==> src/rtl/cnn_pkg.sv <==
// Shared constants, FSM encoding and activation helpers for the CNN datapath layers.
package cnn_pkg;

  localparam int M     = 4;
  localparam int N     = 16;
  localparam int W     = 8;
  localparam int ACC_W = 2 * W + 2;

  typedef enum logic [1:0] {
    IDLE  = 2'd0,
    ISSUE = 2'd1,
    DRAIN = 2'd2,
    DONE  = 2'd3
  } state_t;

  localparam logic signed [ACC_W-1:0] SAT_MAX = ACC_W'((1 << (W - 1)) - 1);

  function automatic logic signed [ACC_W-1:0] sext(input logic signed [W-1:0] x);
    return {{(ACC_W - W){x[W-1]}}, x};
  endfunction

  // ReLU followed by clamp to the largest positive W-bit value
  function automatic logic [W-1:0] relu_sat(input logic signed [ACC_W-1:0] s);
    logic [W-1:0] r;
    if (s[ACC_W-1]) begin
      r = {W{1'b0}};
    end else if (s > SAT_MAX) begin
      r = {1'b0, {(W - 1){1'b1}}};
    end else begin
      r = s[W-1:0];
    end
    return r;
  endfunction

endpackage

==> src/rtl/mac3.sv <==
// Registered three-tap signed multiply-accumulate with bias; one result per clock.
import cnn_pkg::*;

module mac3 (
  input  logic                    clk,
  input  logic                    rst_n,
  input  logic signed [W-1:0]     d1,
  input  logic signed [W-1:0]     d2,
  input  logic signed [W-1:0]     d3,
  input  logic signed [W-1:0]     w0,
  input  logic signed [W-1:0]     w1,
  input  logic signed [W-1:0]     w2,
  input  logic signed [W-1:0]     bias,
  output logic signed [ACC_W-1:0] acc
);

  logic signed [ACC_W-1:0] sum_s;
  logic signed [ACC_W-1:0] acc_r;

  // operands widened first so every product and the sum stay exact
  always_comb begin
    sum_s = sext(w0) * sext(d1) + sext(w1) * sext(d2) + sext(w2) * sext(d3) + sext(bias);
  end

  // accumulator register
  always_ff @(posedge clk or negedge rst_n) begin
    if (!rst_n) begin
      acc_r <= {ACC_W{1'b0}};
    end else begin
      acc_r <= sum_s;
    end
  end

  assign acc = acc_r;

endmodule

==> src/rtl/conv3_engine.sv <==
// Three-tap 1-D convolution engine: issues register-file reads, runs MAC, shift,
// ReLU and saturation, and streams one activation per cycle.
import cnn_pkg::*;

module conv3_engine #(
  parameter int SHIFT = 0
) (
  input  logic                clk,
  input  logic                rst_n,
  input  logic                Start,
  input  logic [M-1:0]        BaseAddr,
  input  logic [M-1:0]        NumOut,
  input  logic signed [W-1:0] Wt0,
  input  logic signed [W-1:0] Wt1,
  input  logic signed [W-1:0] Wt2,
  input  logic signed [W-1:0] Bias,
  output logic                ReadEn,
  output logic [M-1:0]        ReadReg1,
  output logic [M-1:0]        ReadReg2,
  output logic [M-1:0]        ReadReg3,
  input  logic signed [W-1:0] ReadData1,
  input  logic signed [W-1:0] ReadData2,
  input  logic signed [W-1:0] ReadData3,
  output logic                OutValid,
  output logic [W-1:0]        OutData,
  output logic [M-1:0]        OutIndex,
  output logic                Busy,
  output logic                Done
);

  state_t state_r, state_s;
  logic [M-1:0] num_r, cnt_r, rr1_r, rr2_r, rr3_r, idx1_r, idx2_r, oi_r;
  logic signed [W-1:0] w0_r, w1_r, w2_r, bias_r;
  logic re_r, vld1_r, vld2_r, ov_r, busy_r, done_r;
  logic [W-1:0] od_r;
  logic signed [ACC_W-1:0] acc_s, shifted_s;
  logic last_issue_s, last_out_s;

  assign last_issue_s = (cnt_r == num_r - M'(1));
  assign last_out_s   = vld2_r && (idx2_r == num_r - M'(1));
  assign shifted_s    = acc_s >>> SHIFT;

  // next-state logic
  always_comb begin
    state_s = state_r;
    case (state_r)
      IDLE: begin
        if (Start) begin
          state_s = (NumOut == M'(0)) ? DONE : ISSUE;
        end else begin
          state_s = IDLE;
        end
      end
      ISSUE: begin
        if (last_issue_s) begin
          state_s = DRAIN;
        end else begin
          state_s = ISSUE;
        end
      end
      DRAIN: begin
        if (last_out_s) begin
          state_s = DONE;
        end else begin
          state_s = DRAIN;
        end
      end
      DONE:    state_s = IDLE;
      default: state_s = IDLE;
    endcase
  end

  // control registers: state, latched job parameters, address counter
  always_ff @(posedge clk or negedge rst_n) begin
    if (!rst_n) begin
      state_r <= IDLE;
      re_r    <= 1'b0;
      busy_r  <= 1'b0;
      done_r  <= 1'b0;
      num_r   <= {M{1'b0}};
      cnt_r   <= {M{1'b0}};
      rr1_r   <= {M{1'b0}};
      rr2_r   <= {M{1'b0}};
      rr3_r   <= {M{1'b0}};
      w0_r    <= {W{1'b0}};
      w1_r    <= {W{1'b0}};
      w2_r    <= {W{1'b0}};
      bias_r  <= {W{1'b0}};
    end else begin
      state_r <= state_s;
      re_r    <= (state_s == ISSUE);
      busy_r  <= (state_s != IDLE);
      done_r  <= (state_s == DONE);
      if (state_r == IDLE && Start) begin
        num_r  <= NumOut;
        w0_r   <= Wt0;
        w1_r   <= Wt1;
        w2_r   <= Wt2;
        bias_r <= Bias;
        cnt_r  <= {M{1'b0}};
        // addresses only move when a window is really issued
        if (NumOut != M'(0)) begin
          rr1_r <= BaseAddr;
          rr2_r <= BaseAddr + M'(1);
          rr3_r <= BaseAddr + M'(2);
        end
      end else if (state_r == ISSUE && !last_issue_s) begin
        cnt_r <= cnt_r + M'(1);
        rr1_r <= rr1_r + M'(1);
        rr2_r <= rr2_r + M'(1);
        rr3_r <= rr3_r + M'(1);
      end
    end
  end

  mac3 u_mac3 (
    .clk  (clk),
    .rst_n(rst_n),
    .d1   (ReadData1),
    .d2   (ReadData2),
    .d3   (ReadData3),
    .w0   (w0_r),
    .w1   (w1_r),
    .w2   (w2_r),
    .bias (bias_r),
    .acc  (acc_s)
  );

  // valid/index pipeline aligned with read data, MAC and output stages
  always_ff @(posedge clk or negedge rst_n) begin
    if (!rst_n) begin
      vld1_r <= 1'b0;
      vld2_r <= 1'b0;
      idx1_r <= {M{1'b0}};
      idx2_r <= {M{1'b0}};
      ov_r   <= 1'b0;
      od_r   <= {W{1'b0}};
      oi_r   <= {M{1'b0}};
    end else begin
      vld1_r <= re_r;
      idx1_r <= cnt_r;
      vld2_r <= vld1_r;
      idx2_r <= idx1_r;
      ov_r   <= vld2_r;
      if (vld2_r) begin
        od_r <= relu_sat(shifted_s);
        oi_r <= idx2_r;
      end
    end
  end

  assign ReadEn   = re_r;
  assign ReadReg1 = rr1_r;
  assign ReadReg2 = rr2_r;
  assign ReadReg3 = rr3_r;
  assign OutValid = ov_r;
  assign OutData  = od_r;
  assign OutIndex = oi_r;
  assign Busy     = busy_r;
  assign Done     = done_r;

endmodule

==> config.mk <==
export PLATFORM = sky130hd
export DESIGN_NAME = conv3_engine
export DESIGN_NICKNAME = d
export VERILOG_FILES = /design/src/rtl/cnn_pkg.sv /design/src/rtl/mac3.sv /design/src/rtl/conv3_engine.sv
export SDC_FILE = /design/constraint.sdc
export NUM_CORES = 1
export LEC_CHECK = 0
export CAP_MARGIN = 5
export CORE_UTILIZATION = 55
export CTS_CLUSTER_DIAMETER = 40
export DETAILED_ROUTE_END_ITERATION = 16
export DONT_BUFFER_PORTS = 1
export GPL_TIMING_DRIVEN = 0
export PLACE_DENSITY_LB_ADDON = 0.1
export SLEW_MARGIN = 20
export SYNTH_ARGS = -nofsm -noshare
export SYNTH_HDL_FRONTEND = slang
export SYNTH_SLANG_ARGS = --single-unit
export TNS_END_PERCENT = 30
==> constraint.sdc <==
create_clock -name clk -period 7.4 [get_ports clk]
set_clock_uncertainty 0.15 [all_clocks]
set_input_delay 1.48 -clock clk [delete_from_list [all_inputs] [get_ports clk]]
set_output_delay 1.48 -clock clk [all_outputs]
set_load 0.01 [all_outputs]
==> results.yml, run 1 <==
status:
  status: "finished, final reports clean"
die:
  die_h_microns: 154
  die_area_sq_um: 23800
  start_util_pct: 56.2
  ioPinCount: 95
  core.rowCount: 55
  die_x_microns: 154
  core-area_sq_um: 22700
final_layout:
  final_nets: 1749
  nFillCells: 1976
  multi_input_area_sq_um: 9460
  final_layout_size_suffix_gt1_share_pct: 7.61
  syn_to_final_growth_pct: 8.18
  seq_area_sq_um: 2450
  final_cell_mix: "inv_1 (299), fa_1 (192), nand2_1 (168)"
  final_common_cell: "inv_1"
  diodes: 0
synth:
  yosysUniqueCellTypes: 62
  ys_seq_area_share_pct: 19.2
  synth_area_leaders: "fa_1 (31%), dfrtp_1 (19%), ha_1 (11%), inv_1 (9.0%), and2_1 (5.8%)"
  netlist_area_sq_um: 12800
  synth_edf_count: 0
  yosysWarnings: 0
  synth_ff_type: "dfrtp_1"
  netlist_instances: 1360
  async_flop_share_pct: 100
  synth_top_area_share_pct: 31.0
  syn_area_per_cell_sq_um: 9.39
  syn-num-nets: 1735
  ys_ff_latch: 98
  synth_largest_area_cell: "fa_1"
global_route:
  grt_pass1_vias: 9101
  grt-ovfl-total: 0
  grt_pass1_wl_microns: 44400
  antenna_found_initial: 1
  grt_max_degree: 99
  grt_usage_pct: 23.5
timing:
  tightest_slew_ns: 0.734
  maxSlewViolCount: 0
  setup_violations: 0
  min_period_ns: 7.39
  final.setup.tns_ns: 0
  fmax_mhz: 135
  relSlewSlack_pct: 51.1
  report.final.hold_viol_count: 0
  rsz0062_at_grt: "true"
  period_share_pct: 99.9
worst_setup_path:
  cp-start-kind: "primary input"
  crit_path_frequent_cell: "fa_1"
  cp_slowest_cell: "fa_1"
  cp_cell_sequence: "clkinvlp_4 -> nor2_2 -> fa_1 -> fa_1 -> fa_1 -> fa_1 -> ha_2 -> a2111oi_2 -> nand2b_1 -> buf_4 -> a221oi_4 -> buf_4 -> xnor2_2 -> fa_1 -> inv_1 -> fa_1 -> inv_1 -> ha_4 -> a21o_1 -> a21oi_2 -> nand4b_1 -> o311ai_0 -> or3_1"
  arrival_ns: 7.47
  cp-end-kind: "flip-flop"
  slowest_delay_ns: 0.53
  worstPathRequired_ns: 7.48
  critical_path_class: "in2reg"
  crit_fanout: 7
placed_design:
  portBuffers: 0
  routabilityCongestion: 0.844
  dpl.hpwl_microns: 21300
clocking:
  h-tree-depth: 3
  clock_tree.root_cell: "clkbuf_16"
  cts_hold_buf: 0
  cts_buffer_depth: 2
  clock_latency_ns: 0.36
  cts_tree: "done"
  numCtsBuffers: 9
  cts.sinks: 98
  path_clk_slew_ns: 0.08
detailed_routing:
  wl_microns: 26000
  ant_nets: 0
  drtIter0Drc: 234
  drc: 0
  num_vias: 8692
  via_per_inst: 5.22
  post_drt_wl_per_cell_microns: 15.6
  dr.pass1.iters: 4
run:
  maxCapViolations: 0
min_path:
  hold_path.class: "reg2reg"
-- final cells by class --
type	count	area share (%)
tap	285	2.58
multi-input combinational	938	68.4
sequential	98	17.7
inverter	305	8.31
buffer	18	0.516
clock buffer	9	1.63
clock inverter	7	0.570
timing repair buffer	4	0.217
-- worst max-delay path, delay by kind of cell --
family                     cells  cell delay, ns
AOI/OAI and AO/OA              5            0.98
xor gates and xnor gates       1            0.11
adders and majority gates      8            3.59
buffers and inverters          5            0.63
and+or+nand+nor                4            0.71
-- final timing paths --
check,start,to,slack [ns],depth (start not counted)
setup / recovery,ReadData1[7],u_mac3.acc[16]$_DFF_PN0_,0.007,23
hold / removal,idx1_r[2]$_DFF_PN0_,idx2_r[2]$_DFF_PN0_,0.20,0
setup reg to reg,w0_r[7]$_DFFE_PN0P_,u_mac3.acc[16]$_DFF_PN0_,0.50,24
hold reg to reg,idx1_r[2]$_DFF_PN0_,idx2_r[2]$_DFF_PN0_,0.20,0
max in group asynchronous,rst_n,u_mac3.acc[16]$_DFF_PN0_,6.26,0
min in group asynchronous,rst_n,w2_r[7]$_DFFE_PN0P_,0.67,0
-- flip-flops by register name (all words and copies together), names as in the netlist --
register    count
bias_r          8
state_r         2
OutIndex        4
w1_r            8
ReadReg1        4
ReadEn          1
vld2_r          1
Busy            1
Done            1
vld1_r          1
idx2_r          4
ReadReg3        4
cnt_r           4
OutData         8
OutValid        1
idx1_r          4
ReadReg2        4
w0_r            8
num_r           4
w2_r            8
u_mac3.acc     18
-- kinds of logic after synthesis --
family,Yosys count,share of synthesized area [%]
xor gates and xnor gates,76,5.38
DFF,98,19.2
buffers and inverters,324,9.55
and+or+nand+nor,409,15.9
AOI/OAI and AO/OA,124,6.37
adders and majority gates,308,41.8
muxes,21,1.78
-- routing by layer --
layer	GRT usage (%)	share of wire, %
met1	32.3	46
met2	39.7	49
met3	4.31	4.1
met5	0	0.065
met4	3.91	0.87
-- synthesized netlist by cell type, types with 4 or more instances --
master,count
a21o_1,10
a21oi_1,40
and2_1,119
and3_1,5
clkbuf_1,15
dfrtp_1,98
fa_1,198
ha_1,110
inv_1,305
mux2_2,14
mux2i_1,7
nand2_1,168
nand2b_1,19
nand3_1,6
nor2_1,46
nor2b_1,8
nor3_1,14
o21ai_0,32
o21bai_1,4
or3_1,4
xnor2_1,56
xor2_1,18
-- per-stage QoR --
step	instances	utilization [%]	hold WS (ns)	setup slack (ns)	cell area, sq um
final	1664	60.8	0.202	0.00723	13800
after global placement	1645	58.2	0.182	-0.563	13200
after floorplan	1360	-	0.181	-0.0234	12900
after detailed placement	1645	58.2	0.185	-0.607	13200
after global routing	1664	60.8	0.208	-0.163	13800
after CTS	1661	59.7	0.205	0.00985	13600
-- repair_timing --
item / in CTS / in global routing
setup endpoints to repair: 2 / 4
buffers inserted: 0 / 4
resized for setup: 6 / 54
pin swaps: 4 / 25
Power of run 1 is left out: the tool's default activity adds up to more than one toggle a clock period on the data nets, which glitch-free logic cannot reach.
==> run 2: changes to the inputs <==
--- a/config.mk
+++ b/config.mk
@@ -6,6 +6,7 @@
 export NUM_CORES = 1
 export LEC_CHECK = 0
 export CAP_MARGIN = 5
+export CORE_MARGIN = 1.5
 export CORE_UTILIZATION = 55
 export CTS_CLUSTER_DIAMETER = 40
 export DETAILED_ROUTE_END_ITERATION = 16
==> results.yml, run 2 (synthesis gave the netlist of run 1 again) <==
final_layout:
  final_util_pct: 61.3
  final_nets: 1752
  final_layout_size_suffix_gt1_share_pct: 8.97
  seq_area_sq_um: 2450
  syn_to_final_growth_pct: 8.96
  diodes: 0
  final_cell_mix: "inv_1 (293), fa_1 (190), nand2_1 (167)"
  multi_input_area_sq_um: 9530
  largest_reg_flops: 18
  final_common_cell: "inv_1"
  nFillCells: 1994
worst_setup_path:
  arrival_ns: 7.45
  cp_slowest_cell: "fa_1"
  worstPathRequired_ns: 7.52
  slowest_delay_ns: 0.55
  crit_path_frequent_cell: "fa_1"
  crit_fanout: 8
  reg2reg_depth: 26
  cp-start-kind: "primary input"
  critical_path_class: "in2reg"
  cp-end-kind: "flip-flop"
clocking:
  path_clk_slew_ns: 0.08
  cts_buffer_depth: 2
  cts.sinks: 98
  cts_tree: "done"
  clock_tree.root_cell: "clkbuf_16"
  numCtsBuffers: 9
  clock_latency_ns: 0.36
  h-tree-depth: 3
  cts_hold_buf: 0
die:
  core.rowCount: 55
  ioPinCount: 95
  die_area_sq_um: 24100
  die_x_microns: 155
  die_h_microns: 155
  core-area_sq_um: 22700
  start_util_pct: 56.2
min_path:
  whs_path_depth: 0
  hold_path.class: "reg2reg"
detailed_routing:
  via_per_inst: 5.23
  dr_wl_met2_microns: 12500
  routed.top_layer: "met5"
  dr.pass1.iters: 4
  wl_microns: 26400
  drc: 0
  num_vias: 8724
  ant_nets: 0
  wl_met1_microns: 12200
  wl_met3_microns: 1160
  post_drt_wl_per_cell_microns: 15.8
  drtIter0Drc: 333
timing:
  maxSlewViolCount: 0
  report.final.hold_viol_count: 0
  period_share_pct: 99.0
  relSlewSlack_pct: 49.6
  rsz0062_at_grt: "true"
  tightest_slew_ns: 0.756
  setup_violations: 0
  fmax_mhz: 137
  min_period_ns: 7.33
global_route:
  grt_pass1_vias: 9083
  grt-ovfl-total: 0
  grt_max_degree: 99
  antenna_found_initial: 1
  grt_usage_pct: 23.3
  grt_pass1_wl_microns: 44400
placed_design:
  portBuffers: 0
  routabilityCongestion: 0.864
  dpl.hpwl_microns: 21500
status:
  status: "finished, final reports clean"
run:
  maxCapViolations: 0
## run 2: cell types whose count changed in the layout (fill, tap and decap cells not counted), moves of 3 or more
cell and change:
inv_1 -6, inv_2 +6, inv_6 -3, buf_4 +3
## run 2: path summary, 6_finish.rpt
| path | from | end | slack (ns) |
|---|---|---|---|
| min in group asynchronous | rst_n | w2_r[6]$_DFFE_PN0P_ | 0.67 |
| max in group asynchronous | rst_n | u_mac3.acc[15]$_DFF_PN0_ | 6.23 |
| max | ReadData2[4] | u_mac3.acc[17]$_DFF_PN0_ | 0.07 |
| max reg2reg | w1_r[7]$_DFFE_PN0P_ | u_mac3.acc[17]$_DFF_PN0_ | 0.56 |
| min reg2reg | idx1_r[2]$_DFF_PN0_ | idx2_r[2]$_DFF_PN0_ | 0.20 |
| min | idx1_r[2]$_DFF_PN0_ | idx2_r[2]$_DFF_PN0_ | 0.20 |
## run 2: timing repair
item,in CTS,in global routing
resized for setup,7,72
gates cloned,0,0
pin swaps,4,51
buffers inserted,0,7
endpoints found under the setup margin,2,4
## run 2: per-layer routing
| layer | GRT usage [%] | up-vias |
|---|---|---|
| met3 | 4.65 | 34 |
| met4 | 5.49 | 2 |
| li1 | - | 4183 |
| met2 | 37.8 | 128 |
| met1 | 32.3 | 4377 |
| met5 | 0 | - |
## run 2: worst max-delay path, delay by kind of cell
family | cells | cell delay (ns)
buffers and inverters | 6 | 0.30
AOI/OAI and AO/OA | 6 | 1.43
and+or+nand+nor | 3 | 0.48
xor gates and xnor gates | 2 | 0.24
adders and majority gates | 8 | 3.51
## run 2: layout make-up
cell class	instances	area share (%)
Buffer	18	0.512
Clock buffer	9	1.62
Clock inverter	7	0.584
Inverter	305	8.25
Multi-Input combinational cell	938	68.5
Sequential cell	98	17.6
Tap cell	285	2.56
Timing Repair Buffer	7	0.378
## run 2: stage by stage
step	setup TNS (ns)	area [sq um]	cells	setup WS [ns]	hold slack, ns
after detailed placement	-1.69	13200	1645	-0.630	0.185
after CTS	0	13600	1661	0.00519	0.206
final	0	13900	1667	0.0740	0.203
after floorplan	-0.0411	12900	1360	-0.0234	0.181
after global placement	-1.51	13200	1645	-0.567	0.182
after global routing	-0.450	13900	1667	-0.179	0.209
Power of run 2 is left out for the same reason.
==> run 3: changes to the inputs <==
--- a/config.mk
+++ b/config.mk
@@ -12,6 +12,7 @@
 export DETAILED_ROUTE_END_ITERATION = 16
 export DONT_BUFFER_PORTS = 1
 export GPL_TIMING_DRIVEN = 0
+export HOLD_SLACK_MARGIN = 0.08
 export PLACE_DENSITY_LB_ADDON = 0.1
 export SLEW_MARGIN = 20
 export SYNTH_ARGS = -nofsm -noshare
==> results of run 3 <==
No change in the layout: final DEF, timing and power equal those of run 2.
Power of run 3 is left out for the same reason.
